===== src/rtl/vga_timing_pkg.sv =====
// vga_timing_pkg: mode constants, sync-polarity constants and the
// line/frame total helper shared by the raster timing generator.
package vga_timing_pkg;

  // Sync polarity encodings for the H_POL / V_POL parameters
  localparam int SYNC_ACTIVE_LOW  = 0;
  localparam int SYNC_ACTIVE_HIGH = 1;

  // 640x480 @ 60 Hz, 25.175 MHz pixel clock (25 MHz in practice)
  localparam int VGA640_H_DISPLAY = 640;
  localparam int VGA640_H_FRONT   = 16;
  localparam int VGA640_H_SYNC    = 96;
  localparam int VGA640_H_BACK    = 48;
  localparam int VGA640_V_DISPLAY = 480;
  localparam int VGA640_V_FRONT   = 10;
  localparam int VGA640_V_SYNC    = 2;
  localparam int VGA640_V_BACK    = 33;
  localparam int VGA640_H_POL     = SYNC_ACTIVE_LOW;
  localparam int VGA640_V_POL     = SYNC_ACTIVE_LOW;

  // 800x600 @ 72 Hz, 50 MHz pixel clock
  localparam int SVGA800_H_DISPLAY = 800;
  localparam int SVGA800_H_FRONT   = 56;
  localparam int SVGA800_H_SYNC    = 120;
  localparam int SVGA800_H_BACK    = 64;
  localparam int SVGA800_V_DISPLAY = 600;
  localparam int SVGA800_V_FRONT   = 37;
  localparam int SVGA800_V_SYNC    = 6;
  localparam int SVGA800_V_BACK    = 23;
  localparam int SVGA800_H_POL     = SYNC_ACTIVE_HIGH;
  localparam int SVGA800_V_POL     = SYNC_ACTIVE_HIGH;

  // Full period of one axis (pixels per line or lines per frame)
  function automatic int calc_total(input int display, input int front,
                                    input int sync_w, input int back);
    return display + front + sync_w + back;
  endfunction

endpackage


===== src/rtl/vga_axis_counter.sv =====
// vga_axis_counter: one raster axis. Counts 0..TOTAL-1 on inc, flags the
// wrap, and decodes the active region and the sync window from the count.
module vga_axis_counter #(
  parameter int CNT_W      = 10,
  parameter int TOTAL      = 800,
  parameter int DISPLAY    = 640,
  parameter int SYNC_START = 656,
  parameter int SYNC_END   = 752
) (
  input  logic             clk_25MHz,
  input  logic             rst,
  input  logic             inc,
  output logic [CNT_W-1:0] cnt,
  output logic             wrap,
  output logic             active,
  output logic             in_sync
);

  logic [CNT_W-1:0] cnt_reg;
  logic [CNT_W-1:0] cnt_next;
  logic             at_last;

  // Compare in 32 bits so a TOTAL of exactly 2^CNT_W still decodes correctly
  assign at_last = (int'(cnt_reg) == TOTAL - 1);
  assign wrap    = inc & at_last;
  assign active  = (int'(cnt_reg) < DISPLAY);
  assign in_sync = (int'(cnt_reg) >= SYNC_START) && (int'(cnt_reg) < SYNC_END);
  assign cnt     = cnt_reg;

  // Next count: advance on inc, return to 0 after the last position
  always_comb begin
    cnt_next = cnt_reg;
    if (inc) begin
      cnt_next = at_last ? '0 : cnt_reg + CNT_W'(1);
    end
  end

  // Position register
  always_ff @(posedge clk_25MHz) begin
    if (rst) begin
      cnt_reg <= '0;
    end else begin
      cnt_reg <= cnt_next;
    end
  end

endmodule


===== src/rtl/vga_timing_gen.sv =====
// vga_timing_gen: parametrised raster timing generator. All outputs are
// decoded from the h/v counters and registered once, so they describe the
// counter state of the previous enabled cycle and stay mutually aligned.
// Optional feature macro: VGA_TIMING_LOOKAHEAD_EN adds next_x/next_y/
// next_valid, the unregistered decode that leads pixel_x/pixel_y/video_on
// by one cycle (for framebuffer RAMs with a registered read).
module vga_timing_gen
  import vga_timing_pkg::*;
#(
  parameter int H_DISPLAY = VGA640_H_DISPLAY,
  parameter int H_FRONT   = VGA640_H_FRONT,
  parameter int H_SYNC    = VGA640_H_SYNC,
  parameter int H_BACK    = VGA640_H_BACK,
  parameter int V_DISPLAY = VGA640_V_DISPLAY,
  parameter int V_FRONT   = VGA640_V_FRONT,
  parameter int V_SYNC    = VGA640_V_SYNC,
  parameter int V_BACK    = VGA640_V_BACK,
  parameter int H_POL     = VGA640_H_POL,
  parameter int V_POL     = VGA640_V_POL,
  parameter int CNT_W     = 10,
  parameter int FCNT_W    = 16
) (
  input  logic              clk_25MHz,
  input  logic              rst,
  input  logic              en,
  output logic              hsync,
  output logic              vsync,
  output logic              video_on,
  output logic [CNT_W-1:0]  pixel_x,
  output logic [CNT_W-1:0]  pixel_y,
  output logic              line_start,
  output logic              frame_start,
  output logic [FCNT_W-1:0] frame_count
`ifdef VGA_TIMING_LOOKAHEAD_EN
  ,
  output logic [CNT_W-1:0]  next_x,
  output logic [CNT_W-1:0]  next_y,
  output logic              next_valid
`endif
);

  localparam int   H_TOTAL = calc_total(H_DISPLAY, H_FRONT, H_SYNC, H_BACK);
  localparam int   V_TOTAL = calc_total(V_DISPLAY, V_FRONT, V_SYNC, V_BACK);
  localparam logic H_ACT   = (H_POL != 0);
  localparam logic V_ACT   = (V_POL != 0);

  logic [CNT_W-1:0] h_cnt;
  logic [CNT_W-1:0] v_cnt;
  logic             h_wrap;
  logic             v_wrap;
  logic             v_inc;
  logic             h_active;
  logic             v_active;
  logic             h_in_sync;
  logic             v_in_sync;

  assign v_inc = en & h_wrap;

  vga_axis_counter #(
    .CNT_W      (CNT_W),
    .TOTAL      (H_TOTAL),
    .DISPLAY    (H_DISPLAY),
    .SYNC_START (H_DISPLAY + H_FRONT),
    .SYNC_END   (H_DISPLAY + H_FRONT + H_SYNC)
  ) u_h_axis (
    .clk_25MHz (clk_25MHz),
    .rst       (rst),
    .inc       (en),
    .cnt       (h_cnt),
    .wrap      (h_wrap),
    .active    (h_active),
    .in_sync   (h_in_sync)
  );

  vga_axis_counter #(
    .CNT_W      (CNT_W),
    .TOTAL      (V_TOTAL),
    .DISPLAY    (V_DISPLAY),
    .SYNC_START (V_DISPLAY + V_FRONT),
    .SYNC_END   (V_DISPLAY + V_FRONT + V_SYNC)
  ) u_v_axis (
    .clk_25MHz (clk_25MHz),
    .rst       (rst),
    .inc       (v_inc),
    .cnt       (v_cnt),
    .wrap      (v_wrap),
    .active    (v_active),
    .in_sync   (v_in_sync)
  );

  logic [FCNT_W-1:0] frame_cnt_reg;

  // Completed-frame tally; v_wrap only fires on the h wrap of the last line
  always_ff @(posedge clk_25MHz) begin
    if (rst) begin
      frame_cnt_reg <= '0;
    end else if (v_wrap) begin
      frame_cnt_reg <= frame_cnt_reg + FCNT_W'(1);
    end
  end

  logic             hsync_next;
  logic             vsync_next;
  logic             video_on_next;
  logic [CNT_W-1:0] pixel_x_next;
  logic [CNT_W-1:0] pixel_y_next;
  logic             line_start_next;
  logic             frame_start_next;

  // Decode the current counter state into the values the outputs will take
  always_comb begin
    video_on_next    = h_active & v_active;
    hsync_next       = h_in_sync ? H_ACT : ~H_ACT;
    vsync_next       = v_in_sync ? V_ACT : ~V_ACT;
    pixel_x_next     = video_on_next ? h_cnt : '0;
    pixel_y_next     = video_on_next ? v_cnt : '0;
    line_start_next  = (h_cnt == '0);
    frame_start_next = (h_cnt == '0) && (v_cnt == '0);
  end

  logic              hsync_reg;
  logic              vsync_reg;
  logic              video_on_reg;
  logic [CNT_W-1:0]  pixel_x_reg;
  logic [CNT_W-1:0]  pixel_y_reg;
  logic              line_start_reg;
  logic              frame_start_reg;
  logic [FCNT_W-1:0] frame_count_reg;

  // Output stage: capture the decode while enabled, hold (strobes cleared)
  // while paused. frame_count samples the tally here so its step lands on
  // the same cycle as the frame_start that opens the next frame.
  always_ff @(posedge clk_25MHz) begin
    if (rst) begin
      hsync_reg       <= ~H_ACT;
      vsync_reg       <= ~V_ACT;
      video_on_reg    <= 1'b0;
      pixel_x_reg     <= '0;
      pixel_y_reg     <= '0;
      line_start_reg  <= 1'b0;
      frame_start_reg <= 1'b0;
      frame_count_reg <= '0;
    end else if (en) begin
      hsync_reg       <= hsync_next;
      vsync_reg       <= vsync_next;
      video_on_reg    <= video_on_next;
      pixel_x_reg     <= pixel_x_next;
      pixel_y_reg     <= pixel_y_next;
      line_start_reg  <= line_start_next;
      frame_start_reg <= frame_start_next;
      frame_count_reg <= frame_cnt_reg;
    end else begin
      line_start_reg  <= 1'b0;
      frame_start_reg <= 1'b0;
    end
  end

  assign hsync       = hsync_reg;
  assign vsync       = vsync_reg;
  assign video_on    = video_on_reg;
  assign pixel_x     = pixel_x_reg;
  assign pixel_y     = pixel_y_reg;
  assign line_start  = line_start_reg;
  assign frame_start = frame_start_reg;
  assign frame_count = frame_count_reg;

`ifdef VGA_TIMING_LOOKAHEAD_EN
  assign next_x     = pixel_x_next;
  assign next_y     = pixel_y_next;
  assign next_valid = video_on_next;
`endif

endmodule


===== config.mk =====
export PLATFORM = sky130hd
export DESIGN_NAME = vga_timing_gen
export DESIGN_NICKNAME = d
export VERILOG_FILES = /design/src/rtl/vga_timing_pkg.sv /design/src/rtl/vga_axis_counter.sv /design/src/rtl/vga_timing_gen.sv
export SDC_FILE = /design/constraint.sdc
export NUM_CORES = 1
export LEC_CHECK = 0
export CAP_MARGIN = 25
export CORE_UTILIZATION = 54
export DETAILED_ROUTE_END_ITERATION = 8
export GPL_ROUTABILITY_DRIVEN = 0
export PLACE_DENSITY_LB_ADDON = 0.25
export SYNTH_ARGS = -nofsm -noshare
export SYNTH_HDL_FRONTEND = slang
export SYNTH_SLANG_ARGS = --single-unit

===== constraint.sdc =====
create_clock -name clk_25MHz -period 2.2 [get_ports clk_25MHz]
set_input_delay 0.22 -clock clk_25MHz [delete_from_list [all_inputs] [get_ports clk_25MHz]]
set_output_delay 0.22 -clock clk_25MHz [all_outputs]
set_load 0.01 [all_outputs]

# --- Yosys cells after proc, flatten, opt, wreduce, memory -nomap -nowiden ---
# Cells that the tools add are included.
op_classes:
  n_reduce_logical: 6
  n_mux: 6
  eq_ne: 2
  addsub: 3
  order_cmp: 6
  n_bitwise: 5
ops:
  columns: ["op", "n"]
  rows:
  - ["$mux 10", 4]
  - ["$add 10x1->10 const B", 2]
  - ["$logic_not 10->1", 2]
  - ["$lt 10x10->1 const B", 2]
  - ["$lt 10x9->1 const B", 2]
  - ["$add 16x1->16 const B", 1]
  - ["$eq 10x10->1 const B", 1]
  - ["$eq 10x9->1 const B", 1]
  - ["$ge 10x10->1 const B", 1]
  - ["$ge 10x9->1 const B", 1]
  - ["$and 1x1->1", 4]
  - ["$logic_and 1x1->1", 3]
  - ["$mux 1", 2]
  - ["$reduce_or 2->1", 1]
  - ["$not 1->1", 1]
word_totals:
  register_bits: 77
  elab_cells: 39

# --- Logic depth before layout (Yosys ltp) ---
# Gate-level depths: netlist (run 1).
depth:
  word_depth: 4
  ltp_mapped: 8
  depth_no_buf: 6

# --- Modules after synthesis ---
# A second synthesis (run 1) with hierarchy kept.
unflattened:
  hier_cells: 345
  area_unflattened_um2: 3240.6
modules_own_cells:
  columns: ["module", "seq_area_each_um2", "cells_each", "n_inst", "area_per_inst_um2"]
  rows:
  - ["vga_timing_gen", 1141.1, 226, 1, 2152.1]
  - ["vga_axis_counter at u_h_axis", 200.2, 61, 1, 559.3]
  - ["vga_axis_counter at u_v_axis", 200.2, 58, 1, 529.3]

# --- Least setup slack after synthesis (run 1) ---
# Ideal clock, no wire load.
synth_path:
  kind: "register to register"
  start: "register u_h_axis.cnt_reg[0] (netlist: u_h_axis.cnt[0])"
  end: "register frame_cnt_reg[13]"
  arrival_ns: 1.788
  path_buffers: 2
  required_ns: 2.079
  period_less_slack_ns: 1.909
  stages_incl_launch_ff: 8
  setup_slack_ns: 0.291
  setup_ns: 0.121
  cell_sequence: "dfxtp_1 -> ha_1 -> and4_1 -> buf_4 -> nand4_1 -> buf_2 -> nor4_1 -> mux2_2"
synth_between:
  elab_chain_cells: 4
synth_rtl:
  columns: ["element", "line_no", "rtl"]
  rows:
  - ["start: declaration", "vga_axis_counter.sv:19", "logic [CNT_W-1:0] cnt_reg;"]
  - ["start signal: assignment", "vga_axis_counter.sv:43", "cnt_reg <= cnt_next;"]
  - ["$eq 10x9->1", "vga_axis_counter.sv:24", "assign at_last = (int'(cnt_reg) == TOTAL - 1);"]
  - ["$and 1x1->1", "vga_axis_counter.sv:25", "assign wrap = inc & at_last;"]
  - ["$and 1x1->1", "vga_timing_gen.sv:57", "assign v_inc = en & h_wrap;"]
  - ["$and 1x1->1", "vga_axis_counter.sv:25", null]
  - ["end signal: assignment", "vga_timing_gen.sv:98", "frame_cnt_reg <= frame_cnt_reg + FCNT_W'(1);"]
  - ["end: declaration", "vga_timing_gen.sv:91", "logic [FCNT_W-1:0] frame_cnt_reg;"]
# No other way between the ends.
# A chain may end at the register's enable or synchronous reset.

# --- Worst setup path in the final report (run 1) ---
layout_path:
  start: "register u_h_axis.cnt_reg[1] (netlist: u_h_axis.cnt[1])"
  end: "register frame_cnt_reg[13]"
# The elaborated chain is that of the path after synthesis.

==> metrics, run 1 <==
reg2reg path depth=6; final antenna-violating net count=0; htree depth=3; Clock Pin Slew Worst Setup and Hold Paths=0.08 ns; vias in the first global route=2,409; PortBufs=43; Mapped Area=3203 sq um; syn nets=347; post-synth top area share=48.13%; Setup TNS=0 ns; Async SR Flop Fraction=0%; CP Data Arrival Time=2.26 ns; Worst Setup SP=u_h_axis.cnt[1]; Reg power frac=56.2%; outcome=finished, final reports clean; hold crit path type=reg -> reg; Net Sw Frac=20.92%; FF-to-FF setup slack=0.16 ns; # hold bufs at CTS=0; grt ovf=0; Max VDD drop=513.4 uV; Total GRT Usage=21.93%; vias per std cell=5.723; P_leak=1.440 nW; die area=6243 sq um; clock sinks=77; Max Slew Vio Count=0; critical path endpoint category=flop; Worst Max-Slew Pin Slew=0.4359 ns; routed vias=2,621; M1 GR Usage=27.00%; startpoint type of the worst setup path=flop; Clock Latency Late Sink=0.34 ns; Worst Path Max Fanout=30; row count=27; Post-route DRC=0; initial DRC count=175; number of synthesized flops with an enable pin=0; clock share of power=40.1%; IO Pins=44; synth top area cells=dfxtp_1, mux2i_1, a22o_1; syn_area_per_cell=9.449 sq um; Final #Nets=391; Die Width=79.02 microns; Top FF cell, synth=dfxtp_1; final hold vios=0; register area=1541 sq um; fin crit share=92.57%; reg-to-reg endpoint=frame_cnt_reg[13]; # fillers=460; area leader, netlist=dfxtp_1; Mapped Cells=339; met2 Usage GRT=36.38%; Int Pwr=0.001987 W; worst flop-to-flop path startpoint=u_h_axis.cnt[1]; Comb pwr share=3.8%; Yosys Warn Count=0; Synth Register Bits=77; gr busiest metal=met2; largest net degree at the start of global routing=44; Tmin final=2.037 ns; layout cell share with drive strength beyond 1=8.290%; Power Dens Cells=639.6 nW/um^2; RSZ-0062 raised after global routing=false; initial antenna violation count=0; maxcap violations=0; CTS buffer count=9; final WL=6446 microns; Root Driver=clkbuf_8; clock tree buffer depth=2; sequential share of the synthesized area=48.12%; met3 Track Usage GR=6.782%; CTS tree=built; crit path capture=frame_cnt_reg[13]; count of unique library cells instantiated by Yosys=37; Final Setup Violations=0; worst path required time=2.43 ns; Initial Util=57.12%; fmax=0.4910 GHz; most common cell after layout, fill and taps aside=dfxtp_1; die height=79.02 microns; total power=0.002512 W; WL/cell=14.07 microns; first-pass GRT wire length=10,900 microns; Rel. slew slack=70.86%; drt pass-1 iters=4; n_diodes=0; Area Overhead vs Synth=22.62%; footprint of the multi-input gates=1518 sq um; cts repair resizes=0; Critical Setup Path Class=reg -> reg; NetSw=0.0005254 W; post-CTS setup buffers=0; final setup skew=0.01057 ns; core area=5608 sq um; commonest cells after routing, fill and taps aside=dfxtp_1, clkdlybuf4s50_1, nor2_1, a21oi_1, a22o_1; DP HPWL=4406 microns
-- metrics by stage --
step	instance area [sq um]	std cells	utilization [%]	hold WS (ns)	setup WS, ns
after floorplan	3203	339	-	0.4515	0.2913
after global placement	3740	443	66.69	0.4389	0.04429
after detailed placement	3747	444	66.82	0.4440	0.03039
after CTS	3928	458	70.04	0.4612	0.1515
after global routing	3928	458	70.04	0.4711	0.01806
final	3928	458	70.04	0.4583	0.1635
-- metal layers --
| layer | wire [microns] | share of wire (%) |
|---|---|---|
| met1 | 3019 | 47 |
| met2 | 3103 | 48 |
| met3 | 273 | 4.2 |
| met4 | 50 | 0.78 |
| met5 | 0 | 0 |
-- synthesized netlist by cell type, types with 5 or more instances --
library cell,count
xnor2_1,6
a21oi_1,22
dfxtp_1,77
nor4_1,5
or3_1,5
nand2_1,11
nor2_1,39
and4_1,6
and3_1,5
xor2_1,7
a22o_1,18
mux2i_1,17
nand3_1,15
nor2b_1,6
o21ai_0,5
o31ai_1,14
inv_1,10
ha_1,5
buf_2,5
clkbuf_1,13
nand4_1,7
or4_1,14
-- worst min-delay path by stage --
stage	slack, ns	to	startpoint	depth (start not counted)
finish	0.46	video_on	video_on	1
global route	0.47	video_on	video_on	1
CTS	0.46	video_on	video_on	1
detailed placement	0.44	video_on	video_on	1
global placement	0.44	video_on	video_on	1
floorplan	0.45	frame_cnt_reg[15]	frame_cnt_reg[15]	2
-- power groups by stage --
stage	Combinational (W)	Sequential, W	Clock [W]
2_1_floorplan	0.0000587	0.00144	0
3_5_place_dp	0.0000956	0.00144	0
5_1_grt	0.000102	0.00141	0.00110
6_report	0.0000950	0.00141	0.00101
3_3_place_gp	0.0000921	0.00144	0
4_1_cts	0.0000957	0.00141	0.00103
-- kinds of logic after synthesis --
group / after synthesis / synth area share (%)
AO/OA/AOI/OAI: 61 / 12.89
adder cells (fa/ha/maj): 5 / 1.953
flip-flops: 77 / 48.13
XOR/XNOR: 13 / 3.555
buffers and inverters: 34 / 4.492
multiplexers: 20 / 6.367
AND/OR/NAND/NOR: 129 / 22.62
-- layout make-up --
cell class	instances	area share, %
Timing Repair Buffer	57	14.27
Clock inverter	2	0.8920
Tap cell	72	2.294
Clock buffer	12	3.695
Multi-Input combinational cell	228	38.64
Inverter	10	0.9557
Sequential cell	77	39.25
-- critical path, cell delays in order, from the launching register on --
cell and delay (ns):
dfxtp_1 0.41, ha_1 0.21, and4_1 0.23, nand4_1 0.19, buf_12 0.22, nor4_1 0.29
mux2_2 0.37
Power figures use the tool's default switching activity.
==> run 2: changes to the inputs <==
SLEW_MARGIN = 25   (was default)
==> run 2 against run 1 <==
  * Worst hold slack improved by 0.0025 ns
  * Combinational power decreased by 0.7%
  * Die area unchanged
  * Via count decreased by 0.23%
  * Sequential power about the same
  * Cell area increased by 1.4%
  * Clock power increased by 26%
  * Sequential share of layout area decreased by 0.54 points
  * Register-to-register slack got worse by 0.03 ns
  * Final cell count increased by 0.22%
  * Total power increased by 10%
  * Wire length increased by 0.78%
==> metrics, run 2 (synthesis results as in run 1) <==
Worst Setup SP=u_h_axis.cnt[0]; Root Driver=clkbuf_8; vias in the first global route=2,342 (-2.8%); Layout Utilization=71.02% (+0.98 points); IO Pins=44 (unchanged); vias per std cell=5.697 (-0.45%); DP HPWL=4379 microns (-0.61%); first-pass GRT wire length=10,760 microns (-1.3%); final antenna-violating net count=0 (unchanged); worst setup margin=0.1354 ns (-0.02812 ns); fin crit share=93.85% (+1.3 points); critical path endpoint category=flop; Clock Latency Late Sink=0.35 ns (about the same); startpoint type of the worst setup path=flop; cts repair resizes=0 (unchanged); Max Slew Vio Count=0 (unchanged); final WL=6496 microns (+0.78%); Setup TNS=0 ns (unchanged); reg-to-reg endpoint=frame_cnt_reg[13]; CTS buffer count=9 (unchanged); Max VDD drop=425.3 uV (-17%); Tmin final=2.065 ns (+0.02812 ns); crit path capture=frame_cnt_reg[13]; CP Data Arrival Time=2.30 ns (+0.04 ns); Post-route DRC=0 (unchanged); largest net degree at the start of global routing=44 (unchanged); worst flop-to-flop path startpoint=u_h_axis.cnt[0]; # hold bufs at CTS=0 (unchanged); Die Width=79.02 microns (unchanged); Critical Setup Path Class=reg -> reg; Area Overhead vs Synth=24.34%; clock tree buffer depth=2 (unchanged); layout cell share with drive strength beyond 1=8.786% (+0.50 points); WL/cell=14.15 microns (+0.56%); core area=5608 sq um (unchanged); final hold vios=0 (unchanged); reg2reg path depth=6 (unchanged); Clock Pin Slew Worst Setup and Hold Paths=0.07 ns (about the same); drt pass-1 iters=4 (unchanged); grt ovf=0 (unchanged); hold crit path type=reg -> reg; final setup skew=0.01127 ns (+0.0007022 ns); die height=79.02 microns (unchanged); RSZ-0062 raised after global routing=false; initial antenna violation count=0 (unchanged); commonest cells after routing, fill and taps aside=dfxtp_1, clkdlybuf4s50_1, nor2_1, a21oi_1, a22o_1; n_diodes=0 (unchanged); pre-CTS WS=0.02386 ns (-0.006530 ns); routed vias=2,615 (-0.23%); post-CTS setup buffers=0 (unchanged); die area=6243 sq um (unchanged); Initial Util=57.12% (unchanged); initial DRC count=148 (-15%); Worst Max-Slew Pin Slew=0.7428 ns (+0.3068 ns); htree depth=3 (unchanged); Rel. slew slack=50.43% (-20 points); Worst Path Max Fanout=30 (unchanged); row count=27 (unchanged); CTS tree=built; fmax=0.4843 GHz (-1.4%); Final #Nets=390 (-0.26%); Total GRT Usage=22.27% (+0.35 points); most common cell after layout, fill and taps aside=dfxtp_1; P_leak=1.463 nW (+1.6%); outcome=finished, final reports clean; # fillers=435 (-5.4%); clock sinks=77 (unchanged); Power Dens Cells=695.7 nW/um^2 (+8.8%); worst path required time=2.43 ns (about the same); Final Setup Violations=0 (unchanged); maxcap violations=0 (unchanged); FF-to-FF setup slack=0.14 ns (-0.03 ns); PortBufs=43 (unchanged)
-- run 2: cell types whose count changed in the layout (fill, tap and decap cells not counted) --
cell and delta:
buf_4 -1, bufinv_16 +2, nor2_1 -1, nor2_2 +1
-- run 2: metal layers --
layer	global-route usage, %	routed length (microns)	share of wire, %	vias to the layer above
li1	-	-	-	1319
met1	26.77	2984	46	1228
met2	36.55	3114	48	55
met3	4.943	261	4.0	13
met4	12.73	135	2.1	0
met5	0	0	0	-
-- run 2: through the flow --
step	power, W	area (sq um)	hold slack [ns]	instances
after floorplan	0.001503	3203	0.4515	339
after global placement	0.001535	3740	0.4389	443
after detailed placement	0.001537	3742	0.4526	443
after CTS	0.002790	3983	0.4655	459
after global routing	0.002857	3983	0.4746	459
final	0.002771	3983	0.4607	459
-- run 2: where the power goes --
part           internal, W   total, W  leakage (nW)  switching [W]
registers          0.00140    0.00141         0.621     0.00000783
logic            0.0000403  0.0000943         0.721      0.0000540
clock network     0.000784    0.00127         0.121       0.000482
-- run 2: critical path: stages (launching register included) --
cell	delay, ns
dfxtp_1	0.42
ha_1	0.21
and4_1	0.24
nand4_1	0.19
buf_12	0.22
nor4_1	0.31
mux2_2	0.37
-- run 2: cell type report --
| cell class | instances | area, sq um | share of cell area (%) |
|---|---|---|---|
| clock buffers | 12 | 145.1 | 3.644 |
| clock inverters | 4 | 95.09 | 2.388 |
| inverters | 10 | 37.54 | 0.9425 |
| multi-input cells | 228 | 1520 | 38.17 |
| flip-flops and latches | 77 | 1541 | 38.71 |
| well taps | 72 | 90.09 | 2.262 |
| repair buffers | 56 | 553.0 | 13.89 |
-- run 2: how the worst min path moves through the flow --
| stage | end | cells after the start | start | slack, ns |
|---|---|---|---|---|
| 3_3_place_gp | video_on | 1 | video_on | 0.44 |
| 2_1_floorplan | frame_cnt_reg[15] | 2 | frame_cnt_reg[15] | 0.45 |
| 5_1_grt | video_on | 1 | video_on | 0.47 |
| 6_report | video_on | 1 | video_on | 0.46 |
| 4_1_cts | video_on | 1 | video_on | 0.47 |
| 3_5_place_dp | video_on | 1 | video_on | 0.45 |
==> variant: new RTL, settings of run 2 <==
Change the parameter `FCNT_W` from 16 to 32.
--- a/src/rtl/vga_timing_gen.sv
+++ b/src/rtl/vga_timing_gen.sv
@@ -18,7 +18,7 @@
   parameter int H_POL     = VGA640_H_POL,
   parameter int V_POL     = VGA640_V_POL,
   parameter int CNT_W     = 10,
-  parameter int FCNT_W    = 16
+  parameter int FCNT_W    = 32
 ) (
   input  logic              clk_25MHz,
   input  logic              rst,
Ports: changed (resized frame_count); port bits go from 44 to 60. The function was not compared with the original's and may differ.
==> variant against run 2 <==
- via count grew 48%
- wire length increased by 56%
- global-route usage up 1.1 points
- power rose by 28%
- area after synthesis grew 46%
- hold slack worse by 0.24 ns
- utilization decreased by 2.8 points
- sequential share of layout area is 0.16 points lower
- worst setup slack gained 0.015 ns
- sequential cell count grew 32
- design area increased by 42%
- clock skew fell by 0.00065 ns
- clock power is 13% higher
- critical path type unchanged
- largest cell class is now multi-input combinational cells
==> variant: results <==
export IMPL_fin_skew_ns=0.0106
export IMPL_grt_pass1_wl_mm=16.7
export IMPL_met2_length_mm=4.94
export IMPL_cts_resized=1
export IMPL_met1_length_mm=4.64
export IMPL_crit_slowest_cell="mux2_2"
export IMPL_first_global_vias=3510
export IMPL_ir_drop_mv=0.404
export IMPL_wl_met3_um=428
export IMPL_cp_slowest_stage_delay_ns=0.37
export IMPL_min_to="u_h_axis.cnt[2]$_SDFFE_PP0P_"
export IMPL_nFillCells=660
export IMPL_netSwitchingFraction=0.207
export IMPL_totalWireLength_mm=10.1
export IMPL_yosysSeqAreaShare=0.467
export IMPL_post_place_cells=645
export IMPL_fin_cells=660
export IMPL_hold_start="rst"
export IMPL_synth_cell_types=36
export IMPL_drive_above_1_share=0.110
export IMPL_synthCells=495
export IMPL_worstRegToRegCells=7
export IMPL_status="complete, no violations"
export IMPL_layout_nets=559
export IMPL_port_buffers=59
export IMPL_crit_start="u_v_axis.cnt[0]$_SDFFE_PP0P_"
export IMPL_crit_path_max_fanout=14
export IMPL_path_clk_slew_ns=0.10
export IMPL_min_path_type="input port to flop"
export IMPL_synth_area_leaders="dfxtp_1, mux2i_1, nor2_1, a22o_1, mux2_2"
export IMPL_whs_path_depth=2
export IMPL_drtIter0Drc=186
export IMPL_place_hpwl_mm=6.92
variant: cell families (layout without fill, tap and decap cells):
logic type,after synthesis,after routing,synth area share
compound gates,70,70,0.101
xor+xnor,13,13,0.0244
fa+ha+maj,5,5,0.0134
buf+inv,39,99,0.0332
flops,109,109,0.467
mux,48,48,0.107
simple gates,211,211,0.254
variant: metal layers:
| metal | global-route usage | vias to the layer above |
|---|---|---|
| met3 | 0.0483 | 12 |
| li1 | - | 1915 |
| met5 | 0 | - |
| met2 | 0.384 | 102 |
| met4 | 0.0669 | 0 |
| met1 | 0.308 | 1840 |
variant: power groups by stage:
stage          Clock [W]  Sequential (W)  Combinational, W
2_1_floorplan          0         0.00204         0.0000830
3_3_place_gp           0         0.00203          0.000115
3_5_place_dp           0         0.00204          0.000117
4_1_cts          0.00148         0.00199          0.000118
5_1_grt          0.00154         0.00199          0.000131
6_report         0.00144         0.00199          0.000118
variant: stage by stage:
stage,hold WS (ns),cell area (µm²)
floorplan,0.447,4670
global placement,0.433,5380
detailed placement,0.449,5390
CTS,0.203,5630
global route,0.224,5660
finish,0.223,5660
variant: area by class of cell:
class | count | share of cell area
multi-input combinational | 347 | 0.418
sequential | 109 | 0.385
timing repair buffer | 76 | 0.125
clock buffer | 10 | 0.0243
tap | 105 | 0.0232
clock inverter | 5 | 0.0190
inverter | 8 | 0.00531
variant: worst max-delay path, delay by kind of cell, from the launching register on:
| kind | cells | cell delay, ns |
|---|---|---|
| buffers and inverters | 2 | 0.34 |
| and+or+nand+nor | 3 | 0.72 |
| muxes | 1 | 0.37 |
| DFF | 1 | 0.36 |
| adders and majority gates | 1 | 0.16 |
